### src/rtl/sync_fifo_prog.sv
// sync_fifo_prog: single-clock FIFO with programmable almost-full/almost-empty
// thresholds, registered occupancy count, sticky overflow/underflow errors and
// a selectable standard (registered) or first-word-fall-through read port.
module sync_fifo_prog #(
  parameter int WIDTH = 8,
  parameter int DEPTH = 16,
  parameter int SIZE  = $clog2(DEPTH),
  parameter int FWFT  = 0
) (
  input  logic             clk,
  input  logic             rst,
  input  logic             wr_en,
  input  logic [WIDTH-1:0] wr_data,
  input  logic             rd_en,
  output logic [WIDTH-1:0] rd_data,
  output logic             rd_valid,
  input  logic [SIZE:0]    af_level,
  input  logic [SIZE:0]    ae_level,
  input  logic             err_clr,
  output logic [SIZE:0]    count,
  output logic             full,
  output logic             empty,
  output logic             almost_full,
  output logic             almost_empty,
  output logic             overflow,
  output logic             underflow
);

  localparam int            CW      = SIZE + 1;
  localparam logic [SIZE:0] DEPTH_C = CW'(DEPTH);
  localparam logic [SIZE:0] ONE_C   = CW'(1);

  // Storage array; deliberately not reset so it maps onto plain RAM.
  logic [WIDTH-1:0] mem [DEPTH];

  // Pointers carry one extra wrap bit so full and empty are distinguishable.
  logic [SIZE:0] wr_ptr_q, wr_ptr_d;
  logic [SIZE:0] rd_ptr_q, rd_ptr_d;
  logic [SIZE:0] count_q, count_d;
  logic          full_q, full_d;
  logic          empty_q, empty_d;
  logic          almost_full_q, almost_full_d;
  logic          almost_empty_q, almost_empty_d;
  logic          overflow_q, overflow_d;
  logic          underflow_q, underflow_d;

  logic          rd_acc;
  logic          wr_acc;

  // Accept logic: a read frees a slot, so a write at full is still taken
  // when paired with an accepted read; a read at empty is always refused.
  always_comb begin
    rd_acc = rd_en && !empty_q;
    wr_acc = wr_en && (!full_q || rd_acc);
  end

  // Next-state pointers, occupancy and flags, all judged on the post-edge count.
  always_comb begin
    wr_ptr_d       = wr_ptr_q;
    rd_ptr_d       = rd_ptr_q;
    if (wr_acc) begin
      wr_ptr_d = wr_ptr_q + ONE_C;
    end
    if (rd_acc) begin
      rd_ptr_d = rd_ptr_q + ONE_C;
    end
    count_d        = wr_ptr_d - rd_ptr_d;
    full_d         = (count_d == DEPTH_C);
    empty_d        = (count_d == '0);
    almost_full_d  = (count_d >= af_level) && !full_d;
    almost_empty_d = (count_d <= ae_level) && !empty_d;
  end

  // Sticky error flags: a new error event takes priority over a clear.
  always_comb begin
    overflow_d  = overflow_q;
    underflow_d = underflow_q;
    if (err_clr) begin
      overflow_d  = 1'b0;
      underflow_d = 1'b0;
    end
    if (wr_en && !wr_acc) begin
      overflow_d = 1'b1;
    end
    if (rd_en && !rd_acc) begin
      underflow_d = 1'b1;
    end
  end

  // Control and status registers, cleared asynchronously.
  always_ff @(posedge clk or posedge rst) begin
    if (rst) begin
      wr_ptr_q       <= '0;
      rd_ptr_q       <= '0;
      count_q        <= '0;
      full_q         <= 1'b0;
      empty_q        <= 1'b1;
      almost_full_q  <= 1'b0;
      almost_empty_q <= 1'b0;
      overflow_q     <= 1'b0;
      underflow_q    <= 1'b0;
    end else begin
      wr_ptr_q       <= wr_ptr_d;
      rd_ptr_q       <= rd_ptr_d;
      count_q        <= count_d;
      full_q         <= full_d;
      empty_q        <= empty_d;
      almost_full_q  <= almost_full_d;
      almost_empty_q <= almost_empty_d;
      overflow_q     <= overflow_d;
      underflow_q    <= underflow_d;
    end
  end

  // Memory write port.
  always_ff @(posedge clk) begin
    if (wr_acc) begin
      mem[wr_ptr_q[SIZE-1:0]] <= wr_data;
    end
  end

  assign count        = count_q;
  assign full         = full_q;
  assign empty        = empty_q;
  assign almost_full  = almost_full_q;
  assign almost_empty = almost_empty_q;
  assign overflow     = overflow_q;
  assign underflow    = underflow_q;

  generate
    if (FWFT == 0) begin : g_std
      logic [WIDTH-1:0] rd_data_q, rd_data_d;
      logic             rd_valid_q, rd_valid_d;

      // Registered read: capture the head on an accepted read, else hold.
      always_comb begin
        rd_data_d  = rd_data_q;
        rd_valid_d = rd_acc;
        if (rd_acc) begin
          rd_data_d = mem[rd_ptr_q[SIZE-1:0]];
        end
      end

      // Read data register, cleared on reset.
      always_ff @(posedge clk or posedge rst) begin
        if (rst) begin
          rd_data_q  <= '0;
          rd_valid_q <= 1'b0;
        end else begin
          rd_data_q  <= rd_data_d;
          rd_valid_q <= rd_valid_d;
        end
      end

      assign rd_data  = rd_data_q;
      assign rd_valid = rd_valid_q;
    end else begin : g_fwft
      // Head word is always presented; forced to zero while nothing is held
      // so the output is clean during and after reset.
      assign rd_valid = !empty_q;
      assign rd_data  = empty_q ? '0 : mem[rd_ptr_q[SIZE-1:0]];
    end
  endgenerate

endmodule
### config.mk
export PLATFORM = sky130hd
export DESIGN_NAME = sync_fifo_prog
export DESIGN_NICKNAME = d
export VERILOG_FILES = /design/src/rtl/sync_fifo_prog.sv
export SDC_FILE = /design/constraint.sdc
export NUM_CORES = 1
export LEC_CHECK = 0
export ABC_AREA = 1
export BUFFER_PORTS_ARGS = -buffer_cell sky130_fd_sc_hd__buf_2
export CELL_PAD_IN_SITES_DETAIL_PLACEMENT = 1
export CELL_PAD_IN_SITES_GLOBAL_PLACEMENT = 1
export CORE_ASPECT_RATIO = 1.25
export CORE_MARGIN = 1
export CORE_UTILIZATION = 44
export DETAILED_ROUTE_END_ITERATION = 7
export PLACE_DENSITY = 0.82
export SETUP_SLACK_MARGIN = 0.5
export SLEW_MARGIN = 15
export SYNTH_ARGS = -nofsm -noshare
export SYNTH_HDL_FRONTEND = slang
export SYNTH_SLANG_ARGS = --single-unit
### constraint.sdc
create_clock -name clk -period 8.76 [get_ports clk]
set_input_delay 1.752 -clock clk [delete_from_list [all_inputs] [get_ports clk]]
set_output_delay 1.752 -clock clk [all_outputs]
set_load 0.005 [all_outputs]
## Yosys cells after proc, flatten, opt, wreduce, memory -nomap -nowiden

Memories as Yosys holds them, arrays and structs flattened. A register that Yosys moved wholly into a read port is not among the register bits.
Index checks and enable logic that the tools add are counted.

- Register bits after elaboration: 22
- Memory bits (writable): 128
- Input port bits: 23
- Output and inout port bits: 20
- Logic and storage cells: 40
- Memories kept: 1

Memory list:

| memory | words | bits a word | rd ports | clocked after Yosys merged registers in | write ports | RTL line | RTL |
|---|---|---|---|---|---|---|---|
| mem | 16 | 8 | 1 | 1 | 1 | 34 | `logic [WIDTH-1:0] mem [DEPTH];` |

- Add/subtract/negate cells: 3
- Magnitude comparators: 2
- Equality and inequality tests: 1
- Muxes and demuxes: 7
- Reductions and logical operators: 16

Operators by type and width:

| kind | number |
|---|---|
| $add A5 B1 Y5 const B | 2 |
| $mux W5 | 2 |
| $logic_and A1 B1 Y1 | 6 |
| $logic_not A1 Y1 | 6 |
| $eq A5 B5 Y1 const B | 1 |
| $ge A5 B5 Y1 | 1 |
| $le A5 B5 Y1 | 1 |
| $logic_not A5 Y1 | 1 |
| $mux W1 | 5 |
| $sub A5 B5 Y5 | 1 |
| $reduce_bool A2 Y1 | 2 |
| $logic_or A1 B1 Y1 | 1 |

## Longest topological paths before layout

Gate-level depths: netlist of run 1.

- Depth after elaboration: 9
- Depth in mapped cells: 19
- Gate-level depth less buffers: 19

## Worst setup path after synthesis of run 1

OpenSTA, ideal clock, no wires.

- Path kind: in2reg
- Start: input port rd_en
- End: register almost_full_q, in the netlist almost_full
- Data arrival time: 3,814 ps
- Required time: 8,642 ps
- Setup slack: 4,827 ps
- Stages: 14
- Cells stage by stage: nand2_4 > nand2_4 > nand2_4 > inv_6 > o21ai_0 > fa_1 > ha_1 > a21boi_0 > o21ai_0 > nand2_1 > nand3_1 > nand2_1 > a21oi_1 > nor2_2

- Cells in the longest elaborated chain, start to end: 8
- Elaborated cells on any way between the ends: 10
- Classes of those cells: 1 x add/sub; 1 x order compare; 1 x eq/ne; 2 x mux; 5 x reduce/logical

Ends and longest elaborated chain:

| element | RTL line | RTL |
|---|---|---|
| from (decl) | 14 | `input logic rd_en,` |
| $logic_and A1 B1 Y1 (*) | 53 | `rd_acc = rd_en && !empty_q;` |
| $logic_or A1 B1 Y1 (*) | 54 | `wr_acc = wr_en && (!full_q \|\| rd_acc);` |
| $logic_and A1 B1 Y1 (*) | 54 |  |
| $mux W5 (*) | 61 | `if (wr_acc) begin` |
| via wr_ptr_d[1] | 37 | `logic [SIZE:0] wr_ptr_q, wr_ptr_d;` |
| $sub A5 B5 Y5 (*) | 67 | `count_d = wr_ptr_d - rd_ptr_d;` |
| via count_d[1] | 39 | `logic [SIZE:0] count_q, count_d;` |
| parallel branches: the longest is 2 deep, another holds $ge A5 B5 Y1 | -- |  |
| $logic_and A1 B1 Y1 (*) | 70 | `almost_full_d = (count_d >= af_level) && !full_d;` |
| via almost_full_d | 42 | `logic almost_full_q, almost_full_d;` |
| to (signal assigned) | 108 | `almost_full_q <= almost_full_d;` |
| to (decl) | 42 |  |

Mark *: on every way through the listed nets, which the timed path passes.
A chain may end at the register's enable or synchronous reset.

## Worst setup path in the final report of run 1

Ends and elaborated chain as after synthesis.

==> metrics.md, run 1 <==
| Metric | Value |
|---|---|
| Ratio of cells with drive above 1 in the final layout | `18.6%` |
| WHS | `0.528 ns` |
| Initial antenna violation count | `0` |
| Vias in the first global route | `5070` |
| Synth area leader | `edfxtp_1` |
| Dpl ws | `4.27 ns` |
| Cts repair resizes | `0` |
| Area contributors post-synth | `edfxtp_1 (57%), dfrtp_1 (11%), o21ai_0 (5.1%), nor2_1 (4.9%), ha_1 (3.1%)` |
| WL/cell | `22.0 um` |
| Clock root buffer | `clkbuf_16` |
| Syn Area/Cell | `12.3 sq um` |
| Setup Viol. Count Final | `0` |
| GPL Wtd Cong | `0.773` |
| Final #Nets | `641` |
| Max frequency | `250 MHz` |
| Setup repair bufs after CTS | `0` |
| Initial DRC count | `321` |
| Rows | `50` |
| Total CTS buffers | `17` |
| Rel. slew slack | `28.2%` |
| Sequential area share after synthesis | `67.6%` |
| Synth Net Count | `594` |
| Finished Cell Area | `7780 sq um` |
| Worst setup margin | `4.75 ns` |
| Die Span Y | `141 um` |
| Initial core utilization | `45.3%` |
| P&R area growth vs syn | `14.4%` |
| Crit Path Category | `primary input to flip-flop` |
| Via count | `4581` |
| #FFs+latches synth | `158` |
| Cells after Synth | `553` |
| DP Area | `7210 sq um` |
| Residual DRC count | `0` |
| Distinct cells, synth | `43` |
| Final WL | `17.5 mm` |
| Crit. End Element | `flip-flop` |
| Hold_buf cts | `0` |
| DPL Wire Length | `11.4 mm` |
| Ports | `43` |
| Setup crit start kind | `primary input` |
| Max-slew violations | `0` |
| PD cells | `369 nW/um^2` |
| CTS tree | `built` |
| Final hold violations | `0` |
| RSZ-0062 raised after global routing | `no` |
| Max cap viols | `0` |
| Syn. warnings | `0` |
| Vias per inst | `5.76` |
| Die width | `113 um` |
| Routed Antenna Nets | `0` |
| Actual slew at the worst max-slew pin | `1.07 ns` |
| Top cell type's share of synthesized area | `56.5%` |
| Register clock-pin slew on the reported worst setup and hold paths | `0.06 ns` |
| Peak supply drop | `0.000279 V` |
| Post-Synthesis Cell Area | `6800 sq um` |
| Total Neg Setup Slack | `0 ns` |
| Core area | `15000 sq um` |
| Port Buffers | `42` |
| P_leak | `2.89 nW` |
| Tmin final | `4.01 ns` |
| Number of H-tree levels | `4` |
| Pwr Total | `0.00287 W` |
| Final Cycle Share | `45.7%` |
| Leftover overflow at the end of global routing | `0` |
| Status | `completed` |
| Clock tree buffer depth | `2` |
| CP Data Required Time | `9.08 ns` |
| Detailed Routing Iterations Pass 1 | `4` |
| Worst Path Max Fanout | `9` |
| First-pass GRT wire length | `27.7 mm` |
| Final Skew | `0.0112 ns` |
| Die Area | `16000 sq um` |
| Gr usage total | `23.7%` |
| Antenna diodes | `0` |
| Tightest Hold Check Type | `flip-flop to flip-flop` |
| Worst path arrival time | `4.33 ns` |
| Skew-Pair Late Insertion Delay | `0.43 ns` |
| Largest net degree at the start of global routing | `69` |
| Sink Count | `158` |
## layout by cell type, fill, tap and decap left out, types with 2 or more instances in the layout
cell / synthesis / layout
o22ai_1: 22 / 22
nand2_1: 49 / 49
xor2_2: 2 / 2
xor2_1: 5 / 5
o21ai_0: 69 / 69
inv_1: 33 / 33
clkinv_1: 3 / 3
inv_6: 2 / 3
nor2_1: 88 / 88
buf_4: 1 / 8
nand2_2: 8 / 8
clkbuf_8: 0 / 3
nand4_1: 3 / 3
o221ai_1: 10 / 10
clkinv_2: 0 / 3
edfxtp_1: 128 / 128
inv_2: 3 / 3
clkinv_4: 0 / 2
dfrtp_1: 29 / 28
nand2_4: 4 / 4
clkinvlp_4: 0 / 2
a21oi_1: 4 / 4
nand3_1: 15 / 15
o211ai_1: 6 / 6
ha_1: 17 / 17
clkbuf_16: 0 / 17
clkbuf_1: 16 / 3
nor2_2: 2 / 2
a41oi_1: 8 / 8
nor3_1: 3 / 3
nand3_2: 3 / 3
buf_2: 1 / 42
## sequential cells by signal, summed over array words and instances, names as in the netlist
register and count:
almost_full 1, mem 128, count 5, rd_data 8, rd_ptr_q 5, underflow 1
rd_valid 1, wr_ptr_q 5, overflow 1, empty 1, full 1, almost_empty 1
## critical path: stages
cell and delay, ns:
buf_2 0.14, nand2_4 0.13, nand2_4 0.08, nand2_4 0.15, inv_6 0.07, o21ai_0 0.43, fa_1 0.57, ha_1 0.31
a21boi_0 0.12, o21ai_0 0.15, nand2_1 0.10, nand3_1 0.09, nand2_1 0.05, a21oi_1 0.15, nor2_2 0.04
## routing by layer
metal / wire length, um / vias to the layer above / global-route usage, %
met1: 6800 / 2307 / 26.9
met4: 896 / 0 / 13.9
met3: 765 / 47 / 5.37
li1: - / 2078 / -
met5: 0 / - / 0
met2: 9000 / 149 / 41.0
## cells by family after synthesis
logic type / Yosys count / synth area share (%)
fa+ha+maj: 18 / 3.42
flops: 158 / 67.6
buf+inv: 63 / 3.70
compound gates: 124 / 11.1
xor+xnor: 9 / 1.77
simple gates: 181 / 12.4
## path summary, 6_finish.rpt
path,from,to,slack (ns),cells after the start
worst max-delay path,rd_en,almost_full,4.75,15
worst min-delay path,underflow,underflow,0.53,2
worst max register to register,rd_ptr_q[0],almost_full,5.20,12
worst min register to register,underflow,underflow,0.53,2
max in group asynchronous,rst,rd_ptr_q[0],7.03,3
min in group asynchronous,rst,rd_ptr_q[4],1.40,3
## metrics by stage
step / util [%] / cells
after global routing: 51.8 / 795
after detailed placement: 48.0 / 763
final: 51.8 / 795
after CTS: 51.8 / 795
after global placement: 48.0 / 763
after floorplan: - / 553
## cells in the mapped netlist (all sizes together)
master	n
xnor2	2
inv	38
o21ai	71
nor2b	1
nor3	4
fa	1
nand3	18
o22ai	22
a21boi	1
xor2	7
a21oi	4
o21a	1
dfstp	1
nor2	91
o221ai	10
a41oi	8
buf	6
o211ai	6
a31oi	1
ha	17
edfxtp	128
clkinv	3
dfrtp	29
clkbuf	16
nand2	62
nand3b	1
nand4	4
## final cells by class
| cell class | count | area [sq um] |
|---|---|---|
| fillers | 1555 | 7240 |
| flip-flops and latches | 158 | 4600 |
| multi-input cells | 332 | 1950 |
| clock buffers | 23 | 478 |
| repair buffers | 50 | 270 |
| well taps | 182 | 228 |
| inverters | 41 | 164 |
| clock inverters | 9 | 86.3 |
## report_power, final
part           switching (W)  leakage, nW  internal (W)  total (W)
Clock               0.000292        0.274      0.000414   0.000706
Combinational       0.000777         1.11      0.000392    0.00117
Sequential         0.0000665         1.51      0.000929   0.000995
Power figures use the tool's default switching activity.
==> run 2: changes to the inputs <==
- clock period: 8.76 -> 3.9 ns (I/O delays scaled with it)
==> run 2 against run 1 <==
Combinational power grew 130%. Clock power grew 130%. Critical endpoint unchanged. Non-clock buffer count grew 3. Clock skew is essentially flat. Cell count grew 0.38%. Sequential share of layout area shrank 0.21 points.
==> metrics.md, run 2 (same netlist as run 1, synthesis figures left out) <==
| Metric | Value |
|---|---|
| Worst Path Max Fanout | `9` |
| Detailed Routing Iterations Pass 1 | `5` |
| Die Span Y | `141 um` |
| Peak supply drop | `0.000572 V` |
| Rows | `50` |
| Via count | `4597` |
| Reg-to-reg startpoint | `empty` |
| Finished Cell Area | `7800 sq um` |
| Max-slew violations | `0` |
| Skew-Pair Late Insertion Delay | `0.43 ns` |
| Number of H-tree levels | `4` |
| Status | `completed` |
| Hold_buf cts | `0` |
| Sw Pwr | `0.00264 W` |
| Die width | `113 um` |
| WL/cell | `21.8 um` |
| Max reg flops | `128` |
| Final hold violations | `0` |
| Largest net degree at the start of global routing | `66` |
| Routed Antenna Nets | `0` |
| Worst R2R Setup Slack | `0.82 ns` |
| Worst path arrival time | `3.40 ns` |
| WHS | `0.527 ns` |
| CTS tree | `built` |
| Most used cell, CP | `nand2_1` |
| R2r endpoint | `almost_full` |
| Final Skew | `0.0114 ns` |
| Final #Nets | `644` |
| Residual DRC count | `0` |
| Vias per inst | `5.76` |
| Die Area | `16000 sq um` |
| Actual slew at the worst max-slew pin | `1.03 ns` |
| Most frequent cells in the layout | `edfxtp_1 (128), nor2_1 (88), o21ai_0 (68)` |
| Register clock-pin slew on the reported worst setup and hold paths | `0.07 ns` |
| Setup crit start kind | `flip-flop` |
| PD cells | `830 nW/um^2` |
| GPL Wtd Cong | `0.774` |
| Rel. slew slack | `30.9%` |
| Clock network fraction of total power | `24.6%` |
| Port Buffers | `42` |
| Total Neg Setup Slack | `0 ns` |
| Initial antenna violation count | `0` |
| Sequential Power Share | `34.4%` |
| Final WL | `17.4 mm` |
| Clock tree buffer depth | `2` |
| Antenna diodes | `0` |
| Worst reg2reg path depth | `18` |
| Critical path, cell by cell | `inv_2 -> nand2_4 -> nand2_4 -> nand2_4 -> inv_6 -> nand2_1 -> nand2_1 -> ha_1 -> inv_1 -> fa_1 -> ha_1 -> a21boi_0 -> o21ai_0 -> nand2_1 -> nand3_1 -> nand2_1 -> a21oi_1 -> nor2_2` |
| Setup Viol. Count Final | `0` |
| Delay-heaviest family, CP | `adder cells` |
| P_leak | `2.91 nW` |
| Combinational fraction of design power | `41.0%` |
| DP Area | `7230 sq um` |
| Sink Count | `158` |
| P&R area growth vs syn | `14.8%` |
| Vias in the first global route | `5074` |
| Tightest Hold Check Type | `primary input to async pin` |
| Total CTS buffers | `17` |
| Ratio of cells with drive above 1 in the final layout | `19.5%` |
| Crit-path slowest cell | `dfstp_2` |
| Final Cycle Share | `79.0%` |
| Max cap viols | `0` |
| Initial core utilization | `45.3%` |
| P_int | `0.00383 W` |
| CP Data Required Time | `4.22 ns` |
| Leftover overflow at the end of global routing | `0` |
| Setup repair bufs after CTS | `0` |
| Initial DRC count | `282` |
| Most common cell after layout, fill and taps aside | `edfxtp_1` |
| Crit. End Element | `flip-flop` |
| Gr usage total | `23.6%` |
| Crit Path Category | `flip-flop to flip-flop` |
| WP buf/inv | `3` |
| Clock root buffer | `clkbuf_16` |
| DPL Wire Length | `11.7 mm` |
| Tmin final | `3.08 ns` |
| Max frequency | `325 MHz` |
| RSZ-0062 raised after global routing | `no` |
| Largest stage delay, worst path | `0.55 ns` |
| Sw Share | `40.8%` |
| First-pass GRT wire length | `27.5 mm` |
| Ports | `43` |
| Core area | `15000 sq um` |
==> run 2: changes by cell type in the layout (fill, tap and decap cells not counted), sizes merged <==
cell	change
buf	+3
clkbuf	-6
inv	+10
bufinv	-1
clkinv	-3
==> run 2: power by group through the flow <==
stage | clock, W | combinational [W] | sequential, W
after global placement | 0 | 0.00246 | 0.00225
after detailed placement | 0 | 0.00266 | 0.00227
after CTS | 0.00161 | 0.00268 | 0.00223
after global routing | 0.00167 | 0.00296 | 0.00226
final | 0.00159 | 0.00265 | 0.00223
after floorplan | 0 | 0.00184 | 0.00222
==> run 2: cell type report <==
| type | count | area (sq um) |
|---|---|---|
| clock buffer | 17 | 425 |
| clock inverter | 15 | 144 |
| fill | 1568 | 7210 |
| inverter | 41 | 164 |
| multi-input combinational | 332 | 1950 |
| sequential | 158 | 4600 |
| tap | 182 | 228 |
| timing repair buffer | 53 | 293 |
==> run 2: metal layers <==
metal	part of all wire, %	track usage, %
met1	38	26.6
met2	52	40.7
met3	4.9	4.94
met4	4.6	14.7
met5	0	0
==> run 2: through the flow <==
stage	total power (W)	instances	utilization, %	worst slack, ns
floorplan	0.00406	553	-	0.939
detailed placement	0.00493	766	48.2	0.396
CTS	0.00653	798	52.0	0.723
global placement	0.00471	766	48.2	0.558
finish	0.00647	798	52.0	0.819
global route	0.00688	798	52.0	0.518
==> run 2: worst max path at each step <==
stage / cells after the start / start / slack (ns) / endpoint
2_1_floorplan: 14 / rd_en / 0.94 / almost_full
3_3_place_gp: 15 / rd_en / 0.56 / almost_full
3_5_place_dp: 15 / rd_en / 0.40 / almost_full
4_1_cts: 15 / empty / 0.72 / almost_full
5_1_grt: 18 / empty / 0.52 / almost_full
6_report: 18 / empty / 0.82 / almost_full
==> run 2: repair_timing <==
| item | CTS | global route |
|---|---|---|
| setup endpoints to repair | 0 | 1 |
| endpoints found under the hold margin | 0 | 0 |
| gates resized for setup | 0 | 1 |
==> run 3: changes to the inputs <==
- clock period: 3.9 -> 3.04 ns (I/O delays scaled with it)
==> run 3 against run 2 <==
Clock power increased by 35%. Design area increased by 6.2%. Total power is 42% higher. Utilization is 3.2 points higher. Largest power group unchanged. Global-route usage is 1.6 points higher. Die area stayed put. Register-to-register slack lost 0.48 ns. Count of clock-buffer cells in the layout increased by 4.
==> metrics.md, run 3 (same netlist as run 1, synthesis figures left out) <==
| Metric | Value |
|---|---|
| Largest net degree at the start of global routing | `66` |
| GPL Wtd Cong | `0.754` |
| Sink Count | `158` |
| DPL Wire Length | `12.0 mm` |
| Ports | `43` |
| Crit. End Element | `flip-flop` |
| Clock root buffer | `clkbuf_16` |
| Highest metal used | `met4` |
| Status | `completed` |
| Vias per inst | `5.77` |
| # fillers | `1523` |
| Worst path arrival time | `3.02 ns` |
| Total Neg Setup Slack | `0 ns` |
| Final hold violations | `0` |
| Gr usage total | `25.2%` |
| Via count | `4797` |
| Initial antenna violation count | `0` |
| Metal-1 WL | `7.19 mm` |
| Initial DRC count | `312` |
| First-pass GRT wire length | `29.3 mm` |
| WL met3 | `766 um` |
| Clock tree buffer depth | `2` |
| Max reg flops | `128` |
| Skew-Pair Late Insertion Delay | `0.43 ns` |
| Final Skew | `0.0117 ns` |
| P&R area growth vs syn | `21.9%` |
| Max cap viols | `0` |
| Tmin final | `2.70 ns` |
| Detailed Routing Iterations Pass 1 | `4` |
| PD cells | `1110 nW/um^2` |
| Leftover overflow at the end of global routing | `0` |
| Most frequent cells in the layout | `edfxtp_1 (128), nor2_1 (88), o21ai_0 (67)` |
| Die width | `113 um` |
| Worst Path Max Fanout | `4` |
| CP Data Required Time | `3.36 ns` |
| Max-slew violations | `0` |
| Residual DRC count | `0` |
| Number of H-tree levels | `4` |
| Total CTS buffers | `17` |
| Final WL | `18.7 mm` |
| WL/cell | `22.6 um` |
| Rows | `50` |
| Metal2 WL | `10.1 mm` |
| Port Buffers | `42` |
| Max frequency | `370 MHz` |
| Setup Viol. Count Final | `0` |
| Tightest Hold Check Type | `primary input to flip-flop` |
| Vias in the first global route | `5274` |
| Antenna diodes | `0` |
| CTS tree | `built` |
| Die Area | `16000 sq um` |
| Actual slew at the worst max-slew pin | `1.04 ns` |
| Core area | `15000 sq um` |
| Setup crit start kind | `flip-flop` |
| Initial core utilization | `45.3%` |
| Final #Nets | `677` |
| Most common cell after layout, fill and taps aside | `edfxtp_1` |
| Rel. slew slack | `30.3%` |
| Die Span Y | `141 um` |
| Register clock-pin slew on the reported worst setup and hold paths | `0.06 ns` |
| Dpl ws | `0.00982 ns` |
| Final Cycle Share | `88.9%` |
| Worst setup margin | `0.338 ns` |
| P_leak | `3.12 nW` |
| Peak supply drop | `0.000791 V` |
| Routed Antenna Nets | `0` |
| RSZ-0062 raised after global routing | `yes` |
| Crit Path Category | `flip-flop to flip-flop` |
| Ratio of cells with drive above 1 in the final layout | `26.5%` |
## run 3: cell count changes in the layout (fill, tap and decap cells not counted), sizes merged
cell      before  now
buf           53   86
bufinv         0    1
clkbuf        17   21
clkinv         5   10
clkinvlp       2    1
inv           49   40
## run 3: path summary, 6_finish.rpt
kind | cells after the start | slack, ns | from | endpoint
max in group asynchronous | 3 | 1.86 | rst | rd_valid
hold reg to reg | 1 | 0.52 | rd_ptr_q[4] | rd_ptr_q[4]
setup / recovery | 18 | 0.34 | empty | almost_full
setup reg to reg | 18 | 0.34 | empty | almost_full
min in group asynchronous | 2 | 0.43 | rst | almost_empty
hold / removal | 2 | 0.40 | err_clr | underflow
## run 3: per-layer routing
metal	up-vias	global-route usage, %
met1	2469	28.4
met4	0	13.6
met3	38	4.94
met2	150	44.8
li1	2140	-
met5	-	0
## run 3: worst max-delay path, stage by stage (launching register included)
cell and delay (ns):
dfstp_2 0.55, inv_4 0.05, nand2_8 0.07, nand2_8 0.06, nand2_8 0.10, nand2_4 0.05
nand2_4 0.07, ha_4 0.13, inv_2 0.04, fa_2 0.40, xor2_1 0.18, inv_2 0.09
ha_1 0.30, o21ai_1 0.10, nand2_1 0.09, nand3_1 0.09, nand2_1 0.06, a21oi_2 0.13
nor2_2 0.04
## run 3: through the flow
| stage | hold slack (ns) | utilization [%] | cell area [sq um] | cells | total power (W) |
|---|---|---|---|---|---|
| after floorplan | 0.497 | - | 6860 | 553 | 0.00537 |
| after global placement | 0.507 | 49.6 | 7440 | 786 | 0.00632 |
| after detailed placement | 0.513 | 49.6 | 7440 | 786 | 0.00657 |
| after CTS | 0.383 | 54.8 | 8230 | 828 | 0.00906 |
| after global routing | 0.404 | 55.2 | 8290 | 831 | 0.00973 |
| final | 0.400 | 55.2 | 8290 | 831 | 0.00921 |
## run 3: area by class of cell
type,instances,area (sq um),share of cell area (%)
inverters,41,169,2.04
well taps,182,228,2.75
repair buffers,86,552,6.66
multi-input cells,332,2140,25.8
clock inverters,11,103,1.24
flip-flops and latches,158,4600,55.5
clock buffers,21,503,6.07
## run 3: power by group
group	switching, W	total [W]	leakage, nW	internal (W)
Combinational	0.00259	0.00421	1.32	0.00162
Sequential	0.000176	0.00285	1.51	0.00267
Clock	0.000875	0.00215	0.300	0.00127
Total	0.00364	0.00921	3.12	0.00557
## run 3: repair_timing
action | in CTS | in global routing
pin swaps | 17 | 14
gates cloned | 0 | 0
endpoints found under the setup margin | 6 | 4
setup buffers | 10 | 3
resized for setup | 17 | 7
hold buffers | 0 | 0
